## src/rtl/fetch_stage.sv

```systemverilog
// RV32I IF stage: owns the fetch PC, runs a one-outstanding req/gnt/rvalid fetch and fills IF/ID.
// Optional macro FETCH_MISALIGN_TRAP_EN adds fetch_misalign and a terminal trap state on misaligned redirects.
module fetch_stage #(
    parameter logic [31:0] RESET_PC  = 32'h0000_0000,
    parameter logic [31:0] NOP_INSTR = 32'h0000_0013
) (
    input  logic        clk,
    input  logic        rst,
    input  logic [1:0]  PC_sel,
    input  logic        flush,
    input  logic [31:0] branch_target,
    input  logic [31:0] jalr_target,
    input  logic        stall,
    output logic        imem_req,
    output logic [31:0] imem_addr,
    input  logic        imem_gnt,
    input  logic        imem_rvalid,
    input  logic [31:0] imem_rdata,
    output logic [31:0] IF_ID_instr,
    output logic [31:0] IF_ID_pc,
    output logic [31:0] IF_ID_pc4,
    output logic        IF_ID_valid
`ifdef FETCH_MISALIGN_TRAP_EN
    ,
    output logic        fetch_misalign
`endif
);

    localparam logic [1:0] S_REQ  = 2'd0;
    localparam logic [1:0] S_WAIT = 2'd1;
    localparam logic [1:0] S_HOLD = 2'd2;
`ifdef FETCH_MISALIGN_TRAP_EN
    localparam logic [1:0] S_TRAP = 2'd3;
`endif

    logic [1:0]  r_state, w_state_nxt;
    logic        r_req;
    logic [31:0] r_pc, w_pc_nxt;
    logic [31:0] r_issue_pc, w_issue_pc_nxt;
    logic        r_discard, w_discard_nxt;
    logic [31:0] r_hold_instr, w_hold_instr_nxt;
    logic [31:0] r_ifid_instr, w_ifid_instr_nxt;
    logic [31:0] r_ifid_pc, w_ifid_pc_nxt;
    logic [31:0] r_ifid_pc4, w_ifid_pc4_nxt;
    logic        r_ifid_valid, w_ifid_valid_nxt;
    logic [31:0] w_target_raw;
    logic [31:0] w_target;
    logic        w_granted;
`ifdef FETCH_MISALIGN_TRAP_EN
    logic        r_misalign, w_misalign_nxt;
    logic        w_redirect;
`endif

    // Redirect target; PC_sel=00 keeps the current PC so a bare flush only squashes.
    always_comb begin
        case (PC_sel)
            2'b01, 2'b10: w_target_raw = branch_target;
            2'b11:        w_target_raw = jalr_target & ~32'h0000_0001;
            default:      w_target_raw = r_pc;
        endcase
    end

    assign w_target  = w_target_raw & 32'hFFFF_FFFC;
    assign w_granted = r_req && imem_gnt;
`ifdef FETCH_MISALIGN_TRAP_EN
    assign w_redirect = flush && (PC_sel != 2'b00);
`endif

    // Next-state logic for the fetch FSM, hold buffer and IF/ID register.
    always_comb begin
        w_state_nxt      = r_state;
        w_pc_nxt         = r_pc;
        w_issue_pc_nxt   = r_issue_pc;
        w_discard_nxt    = r_discard;
        w_hold_instr_nxt = r_hold_instr;
        w_ifid_instr_nxt = r_ifid_instr;
        w_ifid_pc_nxt    = r_ifid_pc;
        w_ifid_pc4_nxt   = r_ifid_pc4;
        w_ifid_valid_nxt = r_ifid_valid;
`ifdef FETCH_MISALIGN_TRAP_EN
        w_misalign_nxt   = r_misalign;
`endif
        if (flush) begin
            w_ifid_instr_nxt = NOP_INSTR;
            w_ifid_pc_nxt    = 32'h0000_0000;
            w_ifid_pc4_nxt   = 32'h0000_0000;
            w_ifid_valid_nxt = 1'b0;
            w_pc_nxt         = w_target;
            case (r_state)
                S_REQ: begin
                    // A request granted on the flush edge returns stale data.
                    if (w_granted) begin
                        w_state_nxt   = S_WAIT;
                        w_discard_nxt = 1'b1;
                    end else begin
                        w_state_nxt = S_REQ;
                    end
                end
                S_WAIT: begin
                    if (imem_rvalid) begin
                        w_state_nxt   = S_REQ;
                        w_discard_nxt = 1'b0;
                    end else begin
                        w_discard_nxt = 1'b1;
                    end
                end
                S_HOLD:  w_state_nxt = S_REQ;
                default: w_state_nxt = r_state;
            endcase
`ifdef FETCH_MISALIGN_TRAP_EN
            if (w_redirect && (w_target_raw[1:0] != 2'b00)) begin
                w_state_nxt    = S_TRAP;
                w_misalign_nxt = 1'b1;
            end else begin
                w_misalign_nxt = r_misalign;
            end
`endif
        end else begin
            if (!stall) begin
                w_ifid_instr_nxt = NOP_INSTR;
                w_ifid_valid_nxt = 1'b0;
            end else begin
                w_ifid_valid_nxt = r_ifid_valid;
            end
            case (r_state)
                S_REQ: begin
                    if (w_granted) begin
                        w_issue_pc_nxt = r_pc;
                        w_pc_nxt       = r_pc + 32'd4;
                        w_state_nxt    = S_WAIT;
                    end else begin
                        w_state_nxt = S_REQ;
                    end
                end
                S_WAIT: begin
                    if (!imem_rvalid) begin
                        w_state_nxt = S_WAIT;
                    end else if (r_discard) begin
                        w_discard_nxt = 1'b0;
                        w_state_nxt   = S_REQ;
                    end else if (stall) begin
                        w_hold_instr_nxt = imem_rdata;
                        w_state_nxt      = S_HOLD;
                    end else begin
                        w_ifid_instr_nxt = imem_rdata;
                        w_ifid_pc_nxt    = r_issue_pc;
                        w_ifid_pc4_nxt   = r_issue_pc + 32'd4;
                        w_ifid_valid_nxt = 1'b1;
                        w_state_nxt      = S_REQ;
                    end
                end
                S_HOLD: begin
                    if (!stall) begin
                        w_ifid_instr_nxt = r_hold_instr;
                        w_ifid_pc_nxt    = r_issue_pc;
                        w_ifid_pc4_nxt   = r_issue_pc + 32'd4;
                        w_ifid_valid_nxt = 1'b1;
                        w_state_nxt      = S_REQ;
                    end else begin
                        w_state_nxt = S_HOLD;
                    end
                end
                default: w_state_nxt = r_state;
            endcase
        end
    end

    // State registers; imem_req is registered from the next state so it is low in reset.
    always_ff @(posedge clk or negedge rst) begin
        if (!rst) begin
            r_state      <= S_REQ;
            r_req        <= 1'b0;
            r_pc         <= RESET_PC;
            r_issue_pc   <= 32'h0000_0000;
            r_discard    <= 1'b0;
            r_hold_instr <= NOP_INSTR;
            r_ifid_instr <= NOP_INSTR;
            r_ifid_pc    <= 32'h0000_0000;
            r_ifid_pc4   <= 32'h0000_0000;
            r_ifid_valid <= 1'b0;
`ifdef FETCH_MISALIGN_TRAP_EN
            r_misalign   <= 1'b0;
`endif
        end else begin
            r_state      <= w_state_nxt;
            r_req        <= (w_state_nxt == S_REQ);
            r_pc         <= w_pc_nxt;
            r_issue_pc   <= w_issue_pc_nxt;
            r_discard    <= w_discard_nxt;
            r_hold_instr <= w_hold_instr_nxt;
            r_ifid_instr <= w_ifid_instr_nxt;
            r_ifid_pc    <= w_ifid_pc_nxt;
            r_ifid_pc4   <= w_ifid_pc4_nxt;
            r_ifid_valid <= w_ifid_valid_nxt;
`ifdef FETCH_MISALIGN_TRAP_EN
            r_misalign   <= w_misalign_nxt;
`endif
        end
    end

    assign imem_req    = r_req;
    assign imem_addr   = r_pc;
    assign IF_ID_instr = r_ifid_instr;
    assign IF_ID_pc    = r_ifid_pc;
    assign IF_ID_pc4   = r_ifid_pc4;
    assign IF_ID_valid = r_ifid_valid;
`ifdef FETCH_MISALIGN_TRAP_EN
    assign fetch_misalign = r_misalign;
`endif

endmodule
```

## config.mk

```make
export PLATFORM = sky130hd
export DESIGN_NAME = fetch_stage
export DESIGN_NICKNAME = d
export VERILOG_FILES = /design/src/rtl/fetch_stage.sv
export SDC_FILE = /design/constraint.sdc
export NUM_CORES = 1
export LEC_CHECK = 0
export BUFFER_PORTS_ARGS = -buffer_cell sky130_fd_sc_hd__buf_4
export CORE_MARGIN = 2
export CORE_UTILIZATION = 40
export CTS_BUF_LIST = sky130_fd_sc_hd__clkbuf_4 sky130_fd_sc_hd__clkbuf_8 sky130_fd_sc_hd__clkbuf_16
export CTS_CLUSTER_SIZE = 8
export DETAILED_ROUTE_END_ITERATION = 6
export PLACE_DENSITY_LB_ADDON = 0.25
export SYNTH_ARGS = -nofsm -noshare
export SYNTH_HDL_FRONTEND = slang
export SYNTH_SLANG_ARGS = --single-unit
```

## constraint.sdc

```tcl
create_clock -name clk -period 2.1 [get_ports clk]
set_input_delay 0.42 -clock clk [delete_from_list [all_inputs] [get_ports clk]]
set_output_delay 0.42 -clock clk [all_outputs]
set_load 0.02 [all_outputs]
```

## Yosys cells after proc, flatten, opt, wreduce, memory -nomap -nowiden

Cells that the tools add are included.

- Multiplexer cells: 41
- Add/sub/neg operators: 2
- Bitwise logic cells: 2
- Eq/ne operators: 9
- Reductions and logical operators: 16

Operators with widths:

| cell | number |
|---|---|
| 32-bit 2-to-1 mux | 17 |
| 32-bit case mux with 2 select lines | 4 |
| 32-bit by 3-bit adder with 32-bit output, second input constant | 2 |
| 2-bit case mux with 3 select lines | 2 |
| 1-bit 2-to-1 mux | 11 |
| 2-bit 2-to-1 mux | 5 |
| 2-bit nonzero test | 5 |
| 3-bit inequality test, second input constant | 3 |
| 3-bit AND reduction | 3 |
| 2-bit == test, second input constant | 3 |
| 5-bit AND reduction | 1 |
| 2-bit by 1-bit == test with 1-bit output, second input constant | 2 |
| 2-bit logical NOT | 2 |
| 1-bit case mux with 2 select lines | 2 |
| 4-bit AND reduction | 1 |
| 3-bit by 1-bit inequality test with 1-bit output, second input constant | 1 |
| 3-bit nonzero test | 1 |
| 1-bit NOT | 2 |
| 2-bit AND reduction | 1 |
| 2-bit OR reduction | 1 |
| 1-bit logical AND | 1 |

- Register bits: 197
- Output and inout port bits: 130
- Logic and storage cells: 81
- Bits of input ports: 104

## Logic depth before layout (Yosys ltp)

- Word-level depth: 6
- Depth in mapped cells: 9
- Mapped depth without buffers: 6

## Worst setup path after synthesis

Ideal clock, no wire load.

- Path type: reg2reg
- Start point: register r_pc[5] (netlist: imem_addr[5])
- End point: register r_pc[31] (netlist: imem_addr[31])
- Data required time: 1.976 ns
- Buffers on the path: 2
- Period minus slack after synthesis: 2.097 ns
- Library setup time: 0.124 ns
- Slack: 0.003 ns
- Stages on the path, launching flop included: 7
- Arrival time: 1.973 ns
- Cells stage by stage: dfrtp_1 > clkbuf_1 > nand4_1 > nor3_1 > clkbuf_1 > nand3_1 > a211o_1

- Longest elaborated chain between the ends: 4

Ends and longest elaborated chain:

| what | RTL line | text |
|---|---|---|
| from (decl) | 38 | `logic [31:0] r_pc, w_pc_nxt;` |
| from (signal assigned) | 187 | `r_pc <= w_pc_nxt;` |
| 32-bit by 3-bit adder with 32-bit output | 129 | `w_pc_nxt = r_pc + 32'd4;` |
| 32-bit 2-to-1 mux | 127 | `if (w_granted) begin` |
| 32-bit 2-to-1 mux | 125 | `case (r_state)` |
| 32-bit 2-to-1 mux | 83 | `if (flush) begin` |

No other way between the ends. The select of a mux whose other input is x is not followed.
A chain may end at the register's enable or synchronous reset.

## Worst setup path after layout

- Start point: register r_issue_pc[2]
- End point: register r_ifid_pc4[30] (netlist: IF_ID_pc4[30])

- Longest elaborated chain between the ends: 6

Ends and longest elaborated chain:

| what | RTL line | text |
|---|---|---|
| from (decl) | 39 | `logic [31:0] r_issue_pc, w_issue_pc_nxt;` |
| from (signal assigned) | 188 | `r_issue_pc <= w_issue_pc_nxt;` |
| 32-bit by 3-bit adder with 32-bit output (*) | 147, 156 |  |
| 32-bit 2-to-1 mux (*) | 141, 153 |  |
| 32-bit 2-to-1 mux | 138 | `end else if (r_discard) begin` |
| 32-bit 2-to-1 mux | 136 | `if (!imem_rvalid) begin` |
| 32-bit case mux with 2 select lines (*) | 125 |  |
| 32-bit 2-to-1 mux (*) | 83 |  |
| to (signal assigned) | 193 | `r_ifid_pc4 <= w_ifid_pc4_nxt;` |
| to (decl) | 44 | `logic [31:0] r_ifid_pc4, w_ifid_pc4_nxt;` |

Every way passes the cells marked *; elsewhere a longest branch is shown, timed or not. The select of a mux whose other input is x is not followed.

==> impl_metrics.json <==
{
  "drtIter0Drc": 692,
  "dpl_cell_area_um2": 12100,
  "ys_seq_elements": 190,
  "ir_worst_vdd_uv": 506,
  "grt_pass1_wl_um": 46900,
  "cts_tree": "done",
  "pre_cts_slack_ps": -92.9,
  "route.vias.total": 8898,
  "drtPass1Iterations": 6,
  "max_cap_violations": 0,
  "max-clock-path-buffers": 2,
  "portBuffers": 227,
  "max_stage_delay_ps": 560,
  "report.final.slew_viol_count": 0,
  "die_h_um": 159,
  "pwr_density_cell_nw_per_um2": 1070,
  "gp_congestion": 0.886,
  "hold_violations": 0,
  "crit_path_end_kind": "flip-flop",
  "worst_setup_path_start_kind": "flip-flop",
  "clkSlewWorstSetupHoldPaths_ps": 70,
  "ys_warn_count": 0,
  "post-route-period-util": 0.949,
  "dieWidth_um": 159,
  "grt_usage": 0.228,
  "cp_max_fo": 8,
  "arrival_ps": 2340,
  "boundaryPins": 234,
  "worstPathRequired_ps": 2440,
  "antenna_found_initial": 0,
  "cts_num_sinks": 190,
  "ys_types": 70,
  "grt_start_max_net_pins": 59,
  "ctsRootBufferMaster": "clkbuf_16",
  "setup_ws_ps": 108,
  "syn_area_per_cell_um2": 9.38,
  "totalWireLength_um": 28800,
  "syn_inst": 1022,
  "maxSlewHeadroom": 0.610,
  "post_cts_buffers": 0,
  "initial_core_util": 0.408,
  "synthesis.area_um2": 9580,
  "h-tree-depth": 4,
  "synth_edf_count": 0,
  "die_area_um2": 25200,
  "outcome": "finished clean",
  "wl_per_cell_um": 17.9,
  "cp_slowest_cell": "or4_4",
  "worst_pin_slew_ps": 579,
  "grt_pass1_vias": 8593,
  "drc_errors": 0,
  "max_freq_mhz": 502,
  "p_leak_nw": 5.90,
  "grt_setup_unrepaired": "false",
  "setup_viol": 0,
  "rows": 56,
  "hpwl_um": 20800,
  "tns_ps": 0,
  "drtAntennaViolNets": 0,
  "fin_skew_ps": 17.2,
  "clk_latency_ps": 430,
  "finalPower_mw": 13.6,
  "period_needed_ps": 1990,
  "nets": 1387,
  "ys_seq_area_frac": 0.497,
  "whs_ps": 217,
  "vias_per_cell": 5.54,
  "critPathKind": "reg -> reg",
  "ys_async_sr_fraction": 1.00,
  "syn2layout_area_growth_pct": 33.4,
  "synth_flop_cell": "dfrtp_1",
  "core_area_um2": 23500,
  "drive_gt1_frac": 0.312,
  "numCtsBuffers": 17,
  "fin_area_um2": 12800,
  "hp-class": "in -> reg",
  "overflow": 0,
  "crit_path_cell_trace": "ha_1 -> nand3_2 -> or4_4 -> or4_1 -> a31oi_1",
  "diodes": 0
}
## state kept, by name, summed over array words and instances, names as in the netlist
name          cells
IF_ID_instr      32
IF_ID_pc         30
IF_ID_pc4        31
IF_ID_valid       1
imem_addr        30
imem_req          1
r_discard         1
r_hold_instr     32
r_issue_pc       30
r_state           2
## per-layer routing
metal | vias to the layer above | global-route usage | wire length, µm
met5 | - | 0 | 0
met4 | 0 | 0.0480 | 327
met3 | 28 | 0.0368 | 1970
met2 | 370 | 0.355 | 13200
met1 | 4261 | 0.338 | 13300
li1 | 4239 | - | -
## synthesized netlist by cell type, types with 3 or more instances
cell type | count | area, µm²
ha_1 | 9 | 113
clkbuf_1 | 72 | 270
or4_1 | 6 | 45.0
buf_1 | 3 | 11.3
o21a_1 | 6 | 45.0
a21o_1 | 3 | 22.5
buf_4 | 5 | 37.5
dfstp_2 | 6 | 158
a21oi_1 | 56 | 280
o211ai_1 | 4 | 30.0
nor2_1 | 76 | 285
a311o_1 | 4 | 40.0
nand2_1 | 155 | 582
o31ai_1 | 5 | 37.5
nor3_1 | 21 | 105
nand3_1 | 29 | 145
a211oi_1 | 14 | 105
xnor2_1 | 12 | 105
a211o_1 | 5 | 43.8
a22oi_1 | 56 | 420
and2_1 | 4 | 25.0
or3_1 | 4 | 25.0
and3_1 | 10 | 62.6
nor2b_1 | 8 | 50.1
mux2_2 | 32 | 360
o21ai_0 | 63 | 315
a31o_2 | 3 | 26.3
a311oi_1 | 3 | 26.3
dfrtp_1 | 184 | 4600
and4_1 | 5 | 43.8
inv_1 | 21 | 78.8
nor4_1 | 13 | 81.3
a22o_1 | 33 | 289
a31oi_1 | 21 | 131
nand4_1 | 20 | 125
nand2b_1 | 4 | 25.0
## placed cells by master, fill, tap and decap left out, types with 6 or more instances in the layout
| cell | instances |
|---|---|
| nand2_1 | 155 |
| nor3_1 | 21 |
| a22o_1 | 33 |
| and3_1 | 10 |
| nor2_1 | 75 |
| dfrtp_1 | 184 |
| a31oi_1 | 21 |
| ha_1 | 9 |
| a21oi_1 | 56 |
| buf_12 | 10 |
| mux2_2 | 32 |
| inv_1 | 21 |
| nor4_1 | 13 |
| o21ai_0 | 62 |
| a211oi_1 | 14 |
| nand3_1 | 29 |
| a22oi_1 | 56 |
| buf_4 | 303 |
| clkbuf_16 | 17 |
| nand4_1 | 20 |
| xnor2_1 | 12 |
| dfstp_2 | 6 |
| nor2b_1 | 8 |
## final timing paths
kind | from | end | slack (ps) | cells past startpoint
min in group asynchronous | rst | imem_addr[2] | 540 | 2
min | imem_rvalid | r_discard | 220 | 2
max | r_issue_pc[2] | IF_ID_pc4[30] | 110 | 5
min reg2reg | IF_ID_instr[4] | IF_ID_instr[4] | 510 | 2
max in group asynchronous | rst | r_hold_instr[0] | 890 | 3
max reg2reg | r_issue_pc[2] | IF_ID_pc4[30] | 110 | 5
## report_power, final
| part | switching, mW | total (mW) | internal, mW | leakage [nW] |
|---|---|---|---|---|
| clock | 1.43 | 3.40 | 1.97 | 0.309 |
| sequential | 0.868 | 5.50 | 4.63 | 2.49 |
| combinational | 2.69 | 4.74 | 2.05 | 3.11 |
## layout make-up
type / count / area [µm²]
fillers: 2143 / 10700
flip-flops and latches: 190 / 4760
multi-input cells: 728 / 4420
repair buffers: 316 / 2510
clock buffers: 21 / 462
well taps: 319 / 399
clock inverters: 11 / 155
inverters: 21 / 78.8
## worst max-delay path: cells and delay by family (launching register included)
| kind | cells | cell delay (ps) |
|---|---|---|
| AO/OA/AOI/OAI | 1 | 170 |
| adder cells (fa/ha/maj) | 1 | 210 |
| flip-flops | 1 | 350 |
| AND/OR/NAND/NOR | 3 | 1190 |
## per-stage QoR
step | utilization | std cells
after global placement | 0.517 | 1573
after floorplan | - | 1023
after CTS | 0.544 | 1606
after detailed placement | 0.517 | 1573
final | 0.545 | 1606
after global routing | 0.545 | 1606
## logic make-up (layout without fill, tap and decap cells)
kind of cell / Yosys count / count (layout) / share of synthesized area
AO/OA/AOI/OAI: 301 / 301 / 0.213
adder cells (fa/ha/maj): 9 / 9 / 0.0118
AND/OR/NAND/NOR: 370 / 370 / 0.182
multiplexers: 33 / 33 / 0.0386
buffers and inverters: 105 / 369 / 0.0452
flip-flops: 190 / 190 / 0.497
other: 1 / 2 / 0.000391
XOR/XNOR: 13 / 13 / 0.0119
## timing repair
action                     in CTS  in global routing
gates resized for setup         1                  4
hold endpoints to repair       12                  0
hold buffers                    1                  0
pin swaps                       0                  0
setup endpoints to repair       2                  6
No activity file was read; power rests on OpenSTA's default activity.
